## config.mk

```make
export PLATFORM = sky130hd
export DESIGN_NAME = mem_ctrl_flat
export DESIGN_NICKNAME = d
export VERILOG_FILES = /design/src/rtl/mem_ctrl_pkg.sv /design/src/rtl/mem_ctrl_if.sv /design/src/rtl/mem_wait_timer.sv /design/src/rtl/mem_ctrl.sv /design/src/flat_wrapper.sv
export SDC_FILE = /design/constraint.sdc
export NUM_CORES = 1
export LEC_CHECK = 0
export ABC_AREA = 1
export CAP_MARGIN = 10
export CORE_UTILIZATION = 30
export CTS_BUF_LIST = sky130_fd_sc_hd__clkbuf_4 sky130_fd_sc_hd__clkbuf_8 sky130_fd_sc_hd__clkbuf_16
export CTS_CLUSTER_DIAMETER = 200
export DETAILED_ROUTE_END_ITERATION = 7
export GPL_ROUTABILITY_DRIVEN = 1
export PLACE_DENSITY_LB_ADDON = 0.2
export SLEW_MARGIN = 20
export SYNTH_ARGS = -nofsm -noshare
export SYNTH_HDL_FRONTEND = slang
export SYNTH_SLANG_ARGS = --single-unit
```

## constraint.sdc

```tcl
create_clock -name clk -period 4.15 [get_ports clk]
set_clock_uncertainty 0.05 [all_clocks]
set_input_delay 0.83 -clock clk [delete_from_list [all_inputs] [get_ports clk]]
set_output_delay 0.83 -clock clk [all_outputs]
set_load 0.05 [all_outputs]
```

## src/rtl/mem_ctrl_pkg.sv

```systemverilog
// Shared types and defaults for the main-memory controller slice.
package mem_ctrl_pkg;

  localparam int DEF_ADDR_W    = 8;
  localparam int DEF_DATA_W    = 32;
  localparam int DEF_MEM_DEPTH = 256;
  localparam int WAIT_W        = 4;

  typedef enum logic [2:0] {
    IDLE   = 3'd0,
    SETUP  = 3'd1,
    ACCESS = 3'd2,
    HOLD   = 3'd3,
    RESP   = 3'd4
  } state_t;

endpackage

```

## src/rtl/mem_ctrl_if.sv

```systemverilog
// CPU request/response channel plus the RAM strobe bus of the memory controller.
interface mem_ctrl_if #(
  parameter int ADDR_W = mem_ctrl_pkg::DEF_ADDR_W,
  parameter int DATA_W = mem_ctrl_pkg::DEF_DATA_W
);
  // valid/ready: a transfer happens on a rising edge where valid && ready are both 1;
  // the valid side holds valid and its payload unchanged until that edge.
  logic              req_valid;
  logic              req_ready;
  logic              req_we;
  logic [ADDR_W-1:0] req_addr;
  logic [DATA_W-1:0] req_wdata;
  logic              rsp_valid;
  logic              rsp_ready;
  logic [DATA_W-1:0] rsp_rdata;
  logic              rsp_err;
  logic [ADDR_W-1:0] ram_address;
  logic [DATA_W-1:0] ram_data_in;
  logic              ram_we;
  logic              ram_re;
  logic [DATA_W-1:0] ram_data_out;

  modport master (
    output req_valid, req_we, req_addr, req_wdata, rsp_ready,
    input  req_ready, rsp_valid, rsp_rdata, rsp_err
  );

  modport slave (
    input  req_valid, req_we, req_addr, req_wdata, rsp_ready, ram_data_out,
    output req_ready, rsp_valid, rsp_rdata, rsp_err,
    output ram_address, ram_data_in, ram_we, ram_re
  );

  modport ram (
    input  ram_address, ram_data_in, ram_we, ram_re,
    output ram_data_out
  );
endinterface

```

## src/rtl/mem_wait_timer.sv

```systemverilog
// Down-counter setting the ACCESS dwell; zero flags the final strobe cycle.
module mem_wait_timer
  import mem_ctrl_pkg::*;
(
  input  logic              clk,
  input  logic              rst_n,
  input  logic              load,
  input  logic [WAIT_W-1:0] load_value,
  input  logic              dec_en,
  output logic              zero
);

  logic [WAIT_W-1:0] count;

  always_ff @(posedge clk or negedge rst_n) begin
    if (!rst_n) begin
      count <= '0;
    end else if (load) begin
      count <= load_value;
    end else if (dec_en && (count != '0)) begin
      count <= count - 1'b1;
    end
  end

  assign zero = (count == '0);

endmodule

```

## src/rtl/mem_ctrl.sv

```systemverilog
// Sequences a combinational-enable RAM from a registered request/response handshake.
// Optional out-of-range rejection is compiled in with MEM_CTRL_BOUND_CHECK_EN.
module mem_ctrl
  import mem_ctrl_pkg::*;
#(
  parameter int ADDR_W      = DEF_ADDR_W,
  parameter int DATA_W      = DEF_DATA_W,
  parameter int WAIT_STATES = 1,
  parameter int MEM_DEPTH   = DEF_MEM_DEPTH
) (
  input  logic     clk,
  input  logic     rst_n,
  mem_ctrl_if.slave bus,
  output state_t   dbg_state
);

  if (WAIT_STATES < 0 || WAIT_STATES > 15 || MEM_DEPTH < 1 || MEM_DEPTH > (1 << ADDR_W)) begin : g_bad_cfg
    $error("mem_ctrl: WAIT_STATES or MEM_DEPTH out of range");
  end

  state_t            state, next_state;
  logic [ADDR_W-1:0] mar;
  logic [DATA_W-1:0] mdr, din;
  logic              wr;
  logic              wait_zero;
  logic              oor;
  logic              req_ready_q, req_ready_d;
  logic              rsp_valid_q, rsp_valid_d;
  logic [DATA_W-1:0] rsp_rdata_q, rsp_rdata_d;
  logic              ram_we_q, ram_we_d;
  logic              ram_re_q, ram_re_d;

`ifdef MEM_CTRL_BOUND_CHECK_EN
  logic rsp_err_q, rsp_err_d;
  assign oor = (32'(bus.req_addr) >= 32'(MEM_DEPTH));
`else
  assign oor = 1'b0;
`endif

  mem_wait_timer u_wait (
    .clk        (clk),
    .rst_n      (rst_n),
    .load       (state == SETUP),
    .load_value (WAIT_W'(WAIT_STATES)),
    .dec_en     (state == ACCESS),
    .zero       (wait_zero)
  );

  // Outputs are computed from next_state so they register alongside the state.
  always_ff @(posedge clk or negedge rst_n) begin
    if (!rst_n) begin
      state       <= IDLE;
      req_ready_q <= 1'b1;
      rsp_valid_q <= 1'b0;
      rsp_rdata_q <= '0;
      ram_we_q    <= 1'b0;
      ram_re_q    <= 1'b0;
`ifdef MEM_CTRL_BOUND_CHECK_EN
      rsp_err_q   <= 1'b0;
`endif
    end else begin
      state       <= next_state;
      req_ready_q <= req_ready_d;
      rsp_valid_q <= rsp_valid_d;
      rsp_rdata_q <= rsp_rdata_d;
      ram_we_q    <= ram_we_d;
      ram_re_q    <= ram_re_d;
`ifdef MEM_CTRL_BOUND_CHECK_EN
      rsp_err_q   <= rsp_err_d;
`endif
    end
  end

  always_comb begin
    next_state = state;
    unique case (state)
      IDLE:    if (bus.req_valid) next_state = oor ? RESP : SETUP;
      SETUP:   next_state = ACCESS;
      ACCESS:  if (wait_zero) next_state = HOLD;
      HOLD:    next_state = RESP;
      RESP:    if (bus.rsp_ready) next_state = IDLE;
      default: next_state = IDLE;
    endcase
  end

  always_comb begin
    req_ready_d = (next_state == IDLE);
    rsp_valid_d = (next_state == RESP);
    ram_we_d    = (next_state == ACCESS) && wr;
    ram_re_d    = (next_state == ACCESS) && !wr;
    rsp_rdata_d = '0;
`ifdef MEM_CTRL_BOUND_CHECK_EN
    rsp_err_d   = 1'b0;
`endif
    if (state == RESP && next_state == RESP) begin
      rsp_rdata_d = rsp_rdata_q;
`ifdef MEM_CTRL_BOUND_CHECK_EN
      rsp_err_d   = rsp_err_q;
`endif
    end else if (state == HOLD) begin
      rsp_rdata_d = wr ? '0 : mdr;
    end
`ifdef MEM_CTRL_BOUND_CHECK_EN
    else if (state == IDLE && next_state == RESP) begin
      rsp_err_d = 1'b1;
    end
`endif
  end

  // MAR/ram_data_in load only on the IDLE->SETUP edge so the RAM never sees them move mid-access.
  always_ff @(posedge clk or negedge rst_n) begin
    if (!rst_n) begin
      mar <= '0;
      din <= '0;
      mdr <= '0;
      wr  <= 1'b0;
    end else if (state == IDLE && bus.req_valid && !oor) begin
      mar <= bus.req_addr;
      din <= bus.req_wdata;
      mdr <= bus.req_wdata;
      wr  <= bus.req_we;
    end else if (state == ACCESS && wait_zero && !wr) begin
      mdr <= bus.ram_data_out;
    end
  end

  assign bus.req_ready   = req_ready_q;
  assign bus.rsp_valid   = rsp_valid_q;
  assign bus.rsp_rdata   = rsp_rdata_q;
  assign bus.ram_address = mar;
  assign bus.ram_data_in = din;
  assign bus.ram_we      = ram_we_q;
  assign bus.ram_re      = ram_re_q;
`ifdef MEM_CTRL_BOUND_CHECK_EN
  assign bus.rsp_err     = rsp_err_q;
`else
  assign bus.rsp_err     = 1'b0;
`endif
  assign dbg_state       = state;

endmodule

```

## src/flat_wrapper.sv

```systemverilog
// flat-port wrapper written by rule: the top's interface ports become plain ports
module mem_ctrl_flat import mem_ctrl_pkg::*;
#(
  parameter int ADDR_W      = DEF_ADDR_W,
  parameter int DATA_W      = DEF_DATA_W,
  parameter int WAIT_STATES = 1,
  parameter int MEM_DEPTH   = DEF_MEM_DEPTH
)
  (clk, rst_n, dbg_state, bus_req_valid, bus_req_we, bus_req_addr, bus_req_wdata, bus_rsp_ready, bus_ram_data_out, bus_req_ready, bus_rsp_valid, bus_rsp_rdata, bus_rsp_err, bus_ram_address, bus_ram_data_in, bus_ram_we, bus_ram_re);
  mem_ctrl_if #(.ADDR_W(ADDR_W), .DATA_W(DATA_W)) bus_i ();
  input  logic clk;
  input  logic rst_n;
  output state_t dbg_state;
  input wire logic [$bits(bus_i.req_valid)-1:0] bus_req_valid;
  input wire logic [$bits(bus_i.req_we)-1:0] bus_req_we;
  input wire logic [$bits(bus_i.req_addr)-1:0] bus_req_addr;
  input wire logic [$bits(bus_i.req_wdata)-1:0] bus_req_wdata;
  input wire logic [$bits(bus_i.rsp_ready)-1:0] bus_rsp_ready;
  input wire logic [$bits(bus_i.ram_data_out)-1:0] bus_ram_data_out;
  output wire logic [$bits(bus_i.req_ready)-1:0] bus_req_ready;
  output wire logic [$bits(bus_i.rsp_valid)-1:0] bus_rsp_valid;
  output wire logic [$bits(bus_i.rsp_rdata)-1:0] bus_rsp_rdata;
  output wire logic [$bits(bus_i.rsp_err)-1:0] bus_rsp_err;
  output wire logic [$bits(bus_i.ram_address)-1:0] bus_ram_address;
  output wire logic [$bits(bus_i.ram_data_in)-1:0] bus_ram_data_in;
  output wire logic [$bits(bus_i.ram_we)-1:0] bus_ram_we;
  output wire logic [$bits(bus_i.ram_re)-1:0] bus_ram_re;
  assign bus_i.req_valid = bus_req_valid;
  assign bus_i.req_we = bus_req_we;
  assign bus_i.req_addr = bus_req_addr;
  assign bus_i.req_wdata = bus_req_wdata;
  assign bus_i.rsp_ready = bus_rsp_ready;
  assign bus_i.ram_data_out = bus_ram_data_out;
  assign bus_req_ready = bus_i.req_ready;
  assign bus_rsp_valid = bus_i.rsp_valid;
  assign bus_rsp_rdata = bus_i.rsp_rdata;
  assign bus_rsp_err = bus_i.rsp_err;
  assign bus_ram_address = bus_i.ram_address;
  assign bus_ram_data_in = bus_i.ram_data_in;
  assign bus_ram_we = bus_i.ram_we;
  assign bus_ram_re = bus_i.ram_re;
  mem_ctrl #(.ADDR_W(ADDR_W), .DATA_W(DATA_W), .WAIT_STATES(WAIT_STATES), .MEM_DEPTH(MEM_DEPTH)) u_core (.clk(clk), .rst_n(rst_n), .bus(bus_i), .dbg_state(dbg_state));
endmodule
```

# Yosys cells after proc, flatten, opt, wreduce, memory -nomap -nowiden
# Index checks and enable logic that the tools add are counted.
# word_totals
in_bits	77
reg_bits	116
# classes
eq_ne	6
mux	10
addsub	1
n_reduce_logical	14
# ops
operator	n
32-bit 2-to-1 mux	4
3-bit one-hot mux with 5 select lines	1
3-bit by 2-bit equality test with 1-bit output, second input constant	3
3-bit 2-to-1 mux	3
4-bit 2-to-1 mux	2
1-bit logical AND	7
3-bit equality test, second input constant	2
3-bit zero test	2
4-bit zero test	1
2-bit nonzero test	2
4-bit nonzero test	1
4-bit by 1-bit subtractor with 4-bit output, second input constant	1
3-bit by 1-bit equality test with 1-bit output, second input constant	1
1-bit zero test	1

# Longest topological paths before layout
# Gate-level depths: netlist (run 1).
# depth
ltp_word	5
depth_mapped	9
mapped_depth_nobuf	8

# Modules after synthesis
# Synthesis (run 1) repeated with hierarchy kept, for this count alone.
# unflattened
hier_cells	597
hier_area_um2	4938.5
# modules_own_cells
mod	seq_area_each_um2	area_per_inst_um2	cells_each	instances
mem_ctrl	2803.9	4643.2	551	1
mem_wait_timer	100.1	295.3	46	1

# Worst setup path after synthesis (run 1)
# No wires, ideal clock.
# synth_timing
path_type	input to register
startpoint	input port bus_req_valid
endpoint	register u_core.mdr[10]
stages	7
required_time_ns	3.984
slack_ns	2.421
path_buffers	2
arrival_time_ns	1.563
cell_sequence	inv_1 -> nor2_8 -> nand2_8 -> buf_6 -> buf_2 -> nand3_1 -> nand2_1
# synth_between
elab_chain_cells	2
word_cells_on_any_way	3
# synth_rtl
element	line_no	rtl
from (decl)	flat_wrapper.sv:14	input wire logic [$bits(bus_i.req_valid)-1:0] bus_req_valid;
1-bit logical AND *	mem_ctrl.sv:117	end else if (state == IDLE && bus.req_valid && !oor) begin
32-bit 2-to-1 mux / 2-bit nonzero test (equally long branches)	--	
to (signal assigned)	mem_ctrl.sv:120	mdr <= bus.req_wdata;
to (signal assigned)	mem_ctrl.sv:123	mdr <= bus.ram_data_out;
to (decl)	mem_ctrl.sv:23	logic [DATA_W-1:0] mdr, din;
# Mark *: on every way between the ends. The rest lies on a longest branch, timed or not.
# A chain may end at the register's enable or synchronous reset.

# Worst setup path after layout (run 1)
# layout_timing
startpoint	register u_core.state[1] (netlist: u_core.dbg_state[1])
endpoint	output port dbg_state[1]
# layout_rtl
element	line_no	rtl
from (decl)	mem_ctrl.sv:21	state_t state, next_state;
from (signal assigned)	mem_ctrl.sv:62	state <= next_state;
to (decl)	flat_wrapper.sv:13	output state_t dbg_state;
# No word-level cell between the ends.

==> results.yml, run 1 <==
run_status:
  run_status: "complete, no violations"
cells_and_area:
  multiInputGateArea_sq_mm: 0.00164
  insertedDiodeCount: 0
  layout.nets: 801
  final_layout_size_suffix_gt1_share_pct: 6.25
  final_common_cell: "nand2_1"
  final-seq-area_sq_mm: 0.00290
  stdcell_area_sq_mm: 0.00731
  fin_util_pct: 45.4
  mostFrequentLayoutCells: "190 x nand2_1, 154 x clkdlybuf4s50_1, 115 x dfrtp_1"
  fillCellCount: 1553
  areaGrowthSynthToFinish_pct: 45.8
floorplanning:
  chipWidth_microns: 131
  die_h_microns: 131
  die_area_sq_mm: 0.0172
  num_rows: 46
  core_area_sq_mm: 0.0161
  io_pins: 157
  start_util_pct: 31.1
clock_network:
  cts_hold_buf: 0
  clk_latency_ps: 410
  clkTransAtPathRegs_ps: 50
  cts_made_buffers: 17
  cts_resized: 0
  clkSinkCount: 116
  htree_levels: 4
  clk_path_buf_depth: 2
  cts-root-buf: "clkbuf_16"
  cts_setup_buffers: 0
  cts_tree: "done"
critical_path:
  slowest_stage: "clkdlybuf4s50_1"
  cp-start-kind: "flip-flop"
  crit_type: "reg2out"
  cp_max_fo: 6
  path_cells: "clkdlybuf4s50_1"
  critPathBufInv: 1
  worstPathArrival_ps: 1810
  cp_top_family: "buffers and inverters"
  crit_required_ps: 3270
  cpPeakStageDelay_ps: 870
  critPathCaptureType: "output pin"
placement:
  place_ws_ps: 1160
  placed_area_sq_mm: 0.00669
  dp_hpwl_microns: 8600
  place_congestion: 0.781
  io_buffers: 155
pwr:
  power_density_mw_per_mm2: 820
  p_total_mw: 5.99
  leakage_nw: 3.44
  peakVddDrop_mv: 0.385
detailed_routing:
  first_pass_iters: 4
  first_iter_violations: 198
  dr_total_vias: 4342
  antenna_left: 0
  post_drt_wl_per_cell_microns: 13.7
  vias_per_cell: 4.56
  wl_microns: 13100
  drc: 0
grt:
  antenna_found_initial: 0
  grt.total_usage_pct: 16.4
  grt-ovfl-total: 0
  grt_pass1_vias: 4521
  grt_max_degree: 125
  grt_pass1_wl_microns: 22300
synth:
  synth_cell_types: 26
  synth_cells: 580
  syn_nets: 658
  synth-seq-area-share_pct: 57.9
  post_synth_instance_area_sq_mm: 0.00502
  synth_seq_cells: 116
  avgSynthCellArea_sq_um: 8.65
  yosys_warnings: 0
sta:
  final.setup.tns_ps: 0
  fmax_mhz: 371
  rsz0062_at_grt: "false"
  finalMaxSlewViolations: 0
  setup_viol: 0
  min_period_over_period_pct: 64.9
  hold_viol_final: 0
  setup_slack_ps: 1460
  period_minus_slack_ps: 2690
  tightest_slew_ps: 795
  max_slew_margin_pct: 47.0
worst_hold_path:
  holdCritPathClass: "reg2reg"
job:
  cap_violations: 0
==> final timing paths <==
path                                               startpoint                                    to  slack (ps)  cells past startpoint
worst min-delay path                    u_core.wr$_DFFE_PN0P_           u_core.bus.ram_re$_DFF_PN0_         420                      1
worst max-delay path            u_core.dbg_state[1]$_DFF_PN0_                          dbg_state[1]        1460                      1
worst max register to register  u_core.dbg_state[0]$_DFF_PN0_            u_core.mdr[22]$_DFFE_PN0P_        1760                      7
max in group asynchronous                               rst_n        u_core.bus.req_ready$_DFF_PN1_        2810                      2
worst min register to register          u_core.wr$_DFFE_PN0P_           u_core.bus.ram_re$_DFF_PN0_         420                      1
min in group asynchronous                               rst_n  u_core.bus.rsp_rdata[24]$_DFFE_PN0N_         430                      1
==> state kept, by name, summed over array words and instances, names as in the netlist <==
name and count:
u_core.bus.ram_data_in 32, u_core.bus.rsp_rdata 32, u_core.mdr 32, u_core.bus.ram_address 8
u_core.u_wait.count 4, u_core.dbg_state 3, u_core.bus.ram_re 1, u_core.bus.ram_we 1
u_core.bus.req_ready 1, u_core.bus.rsp_valid 1, u_core.wr 1
==> metal layers <==
metal	part of all wire, %	global-route usage [%]	routed length, microns
met1	45	19.7	5830
met2	48	26.8	6260
met3	6.5	5.79	847
met4	1.1	6.20	142
met5	0	0	0
==> cell families after synthesis <==
group                      count (synthesis)  share of synthesized area (%)
AOI/OAI and AO/OA                        100                           10.8
xor gates and xnor gates                   1                          0.175
adders and majority gates                  1                          0.249
buffers and inverters                    109                           9.45
DFF                                      116                           57.9
other                                      1                         0.0748
and+or+nand+nor                          252                           21.4
==> synth_stat cells <==
master    count  area (sq um)
buf_2        22           110
buf_4         6          45.0
buf_6         2          22.5
clkbuf_1      5          18.8
clkinv_1      1          3.75
conb_1        1          3.75
dfrtp_1     115          2880
dfstp_2       1          26.3
ha_1          1          12.5
inv_1        72           270
inv_2         1          3.75
nand2_1     190           713
nand2_2       1          6.26
nand2_4       1          11.3
nand2_8       1          20.0
nand3_1      47           235
nand3_4       1          17.5
nand3b_1      2          15.0
nor2_1        6          22.5
nor2_2        1          6.26
nor2_8        1          20.0
nor3_1        1          5.00
o21ai_0      36           180
o21ai_1      32           160
o22ai_1      32           200
xor2_1        1          8.76
==> area by class of cell <==
class | count | share of cell area [%]
clock buffers | 23 | 6.86
clock inverters | 9 | 1.69
inverters | 74 | 3.80
multi-input cells | 355 | 22.5
flip-flops and latches | 116 | 39.7
well taps | 216 | 3.70
repair buffers | 159 | 21.8
==> stage by stage <==
step	instances	hold slack, ps
floorplan	580	380
global placement	920	400
detailed placement	920	412
CTS	952	420
global route	952	446
finish	952	421
==> report_power, final <==
group | total [mW] | internal [mW] | switching (mW)
registers | 1.80 | 1.56 | 0.244
clock network | 1.53 | 1.03 | 0.501
logic | 2.67 | 0.846 | 1.82
No activity file was read; power rests on OpenSTA's default activity.
==> inputs of run 2 (changes only) <==
- clock period: 4.15 -> 2.4 ns (I/O delays scaled with it)
==> run 2 against run 1 <==
Clock power rose by 76%. Utilization grew 0.55 points. Die area unchanged. Via count down 0.21%. Setup slack worse by 1300 ps. Final cell count rose by 0.74%. Total power increased by 75%. Register-to-register slack worse by 1300 ps. Global-route usage is 0.32 points lower. Largest power group unchanged. Count of clock-buffer cells in the layout fell by 4. Worst hold slack got worse by 360 ps.
==> results.yml, run 2 (synthesized netlist as in run 1, its figures left out) <==
critical_path:
  slowest_stage: "clkdlybuf4s50_1"
  cpPeakStageDelay_ps: 790
  path_cells: "clkdlybuf4s50_1"
  cp-start-kind: "flip-flop"
  critPathBufInv: 1
  crit_required_ps: 1870
  cp_max_fo: 1
  cp_top_family: "buffers and inverters"
  rr_startpoint: "u_core.u_wait.count[0]$_DFFE_PN0P_"
  cp-startpoint: "u_core.bus.req_ready$_DFF_PN1_"
  critPathCaptureType: "output pin"
  crit_type: "reg2out"
  worstPathArrival_ps: 1710
  rrSetupSlack_ps: 450
sta:
  min_period_over_period_pct: 93.5
  hold_viol_final: 0
  max_slew_margin_pct: 53.3
  setup_viol: 0
  tightest_slew_ps: 700
  rsz0062_at_grt: "false"
  final.setup.tns_ps: 0
  finalMaxSlewViolations: 0
  fmax_mhz: 446
  period_minus_slack_ps: 2240
job:
  cap_violations: 0
pwr:
  switching_share_pct: 42.7
  pwr-share-clk_pct: 25.6
  p_switching_mw: 4.48
  p_comb_share_pct: 44.7
  power_density_mw_per_mm2: 1420
  peakVddDrop_mv: 0.733
  intPower_mw: 6.02
  pwr-share-seq_pct: 29.6
  leakage_nw: 3.48
floorplanning:
  start_util_pct: 31.1
  die_area_sq_mm: 0.0172
  core_area_sq_mm: 0.0161
  io_pins: 157
  num_rows: 46
  die_h_microns: 131
  chipWidth_microns: 131
detailed_routing:
  post_drt_wl_per_cell_microns: 13.4
  wl_microns: 12900
  first_pass_iters: 5
  antenna_left: 0
  first_iter_violations: 229
  vias_per_cell: 4.52
  drc: 0
  dr_total_vias: 4333
grt:
  grt_max_degree: 117
  grt_pass1_wl_microns: 22100
  grt.total_usage_pct: 16.1
  antenna_found_initial: 0
  grt-ovfl-total: 0
  grt_pass1_vias: 4411
clock_network:
  cts-root-buf: "clkbuf_16"
  cts_resized: 0
  cts_made_buffers: 17
  clk_path_buf_depth: 2
  cts_hold_buf: 0
  clkTransAtPathRegs_ps: 50
  clkSinkCount: 116
  cts_tree: "done"
  clk_latency_ps: 410
  cts_setup_buffers: 0
  htree_levels: 4
cells_and_area:
  fillCellCount: 1578
  insertedDiodeCount: 0
  final-seq-area_sq_mm: 0.00290
  multiInputGateArea_sq_mm: 0.00164
  fin_util_pct: 45.9
  final_common_cell: "nand2_1"
  layout.nets: 808
  mostFrequentLayoutCells: "190 x nand2_1, 153 x clkdlybuf4s50_1, 115 x dfrtp_1"
  areaGrowthSynthToFinish_pct: 47.5
  final_layout_size_suffix_gt1_share_pct: 7.13
placement:
  place_congestion: 0.784
  io_buffers: 155
  dp_hpwl_microns: 8530
worst_hold_path:
  holdCritPathClass: "in2async"
run_status:
  run_status: "complete, no violations"
run 2: power by group through the flow:
stage / combinational, mW / clock (mW) / sequential [mW]
finish: 4.70 / 2.69 / 3.11
global route: 5.13 / 2.85 / 3.21
CTS: 4.75 / 2.77 / 3.12
detailed placement: 4.74 / 0 / 3.14
global placement: 4.67 / 0 / 3.13
floorplan: 1.81 / 0 / 4.55
run 2: routing by layer:
metal  up-vias  GRT usage, %  part of all wire (%)
met1      2041          20.5                    46
met3        17          6.02                   7.0
met5         -             0                     0
met2       130          24.9                    45
li1       2145             -                     -
met4         0          5.49                   1.5
run 2: worst paths after layout:
kind / to / cells after the start
hold / removal: u_core.bus.rsp_rdata[25]$_DFFE_PN0N_ / 2
min in group clk: u_core.bus.ram_address[7]$_DFFE_PN0P_ / 2
setup reg to reg: u_core.mdr[9]$_DFFE_PN0P_ / 8
hold reg to reg: u_core.bus.ram_address[7]$_DFFE_PN0P_ / 2
setup / recovery: bus_req_ready / 1
max in group asynchronous: u_core.dbg_state[2]$_DFF_PN0_ / 2
run 2: stage by stage:
step,instance area (sq um),instances,hold WS (ps),setup WS [ps],total power [mW]
6_report,7400,959,57.1,157,10.5
5_1_grt,7400,959,119,124,11.2
4_1_cts,7400,959,126,6.19,10.6
3_5_place_dp,6760,927,413,176,7.88
3_3_place_gp,6760,927,405,189,7.80
2_1_floorplan,5020,580,134,782,6.37
run 2: cell type report:
class                      instances  share of cell area (%)
clock buffer                      19                    6.12
clock inverter                    13                    2.45
inverter                          74                    3.75
multi-input combinational        355                    22.2
sequential                       116                    39.2
tap                              216                    3.65
timing repair buffer             166                    22.6
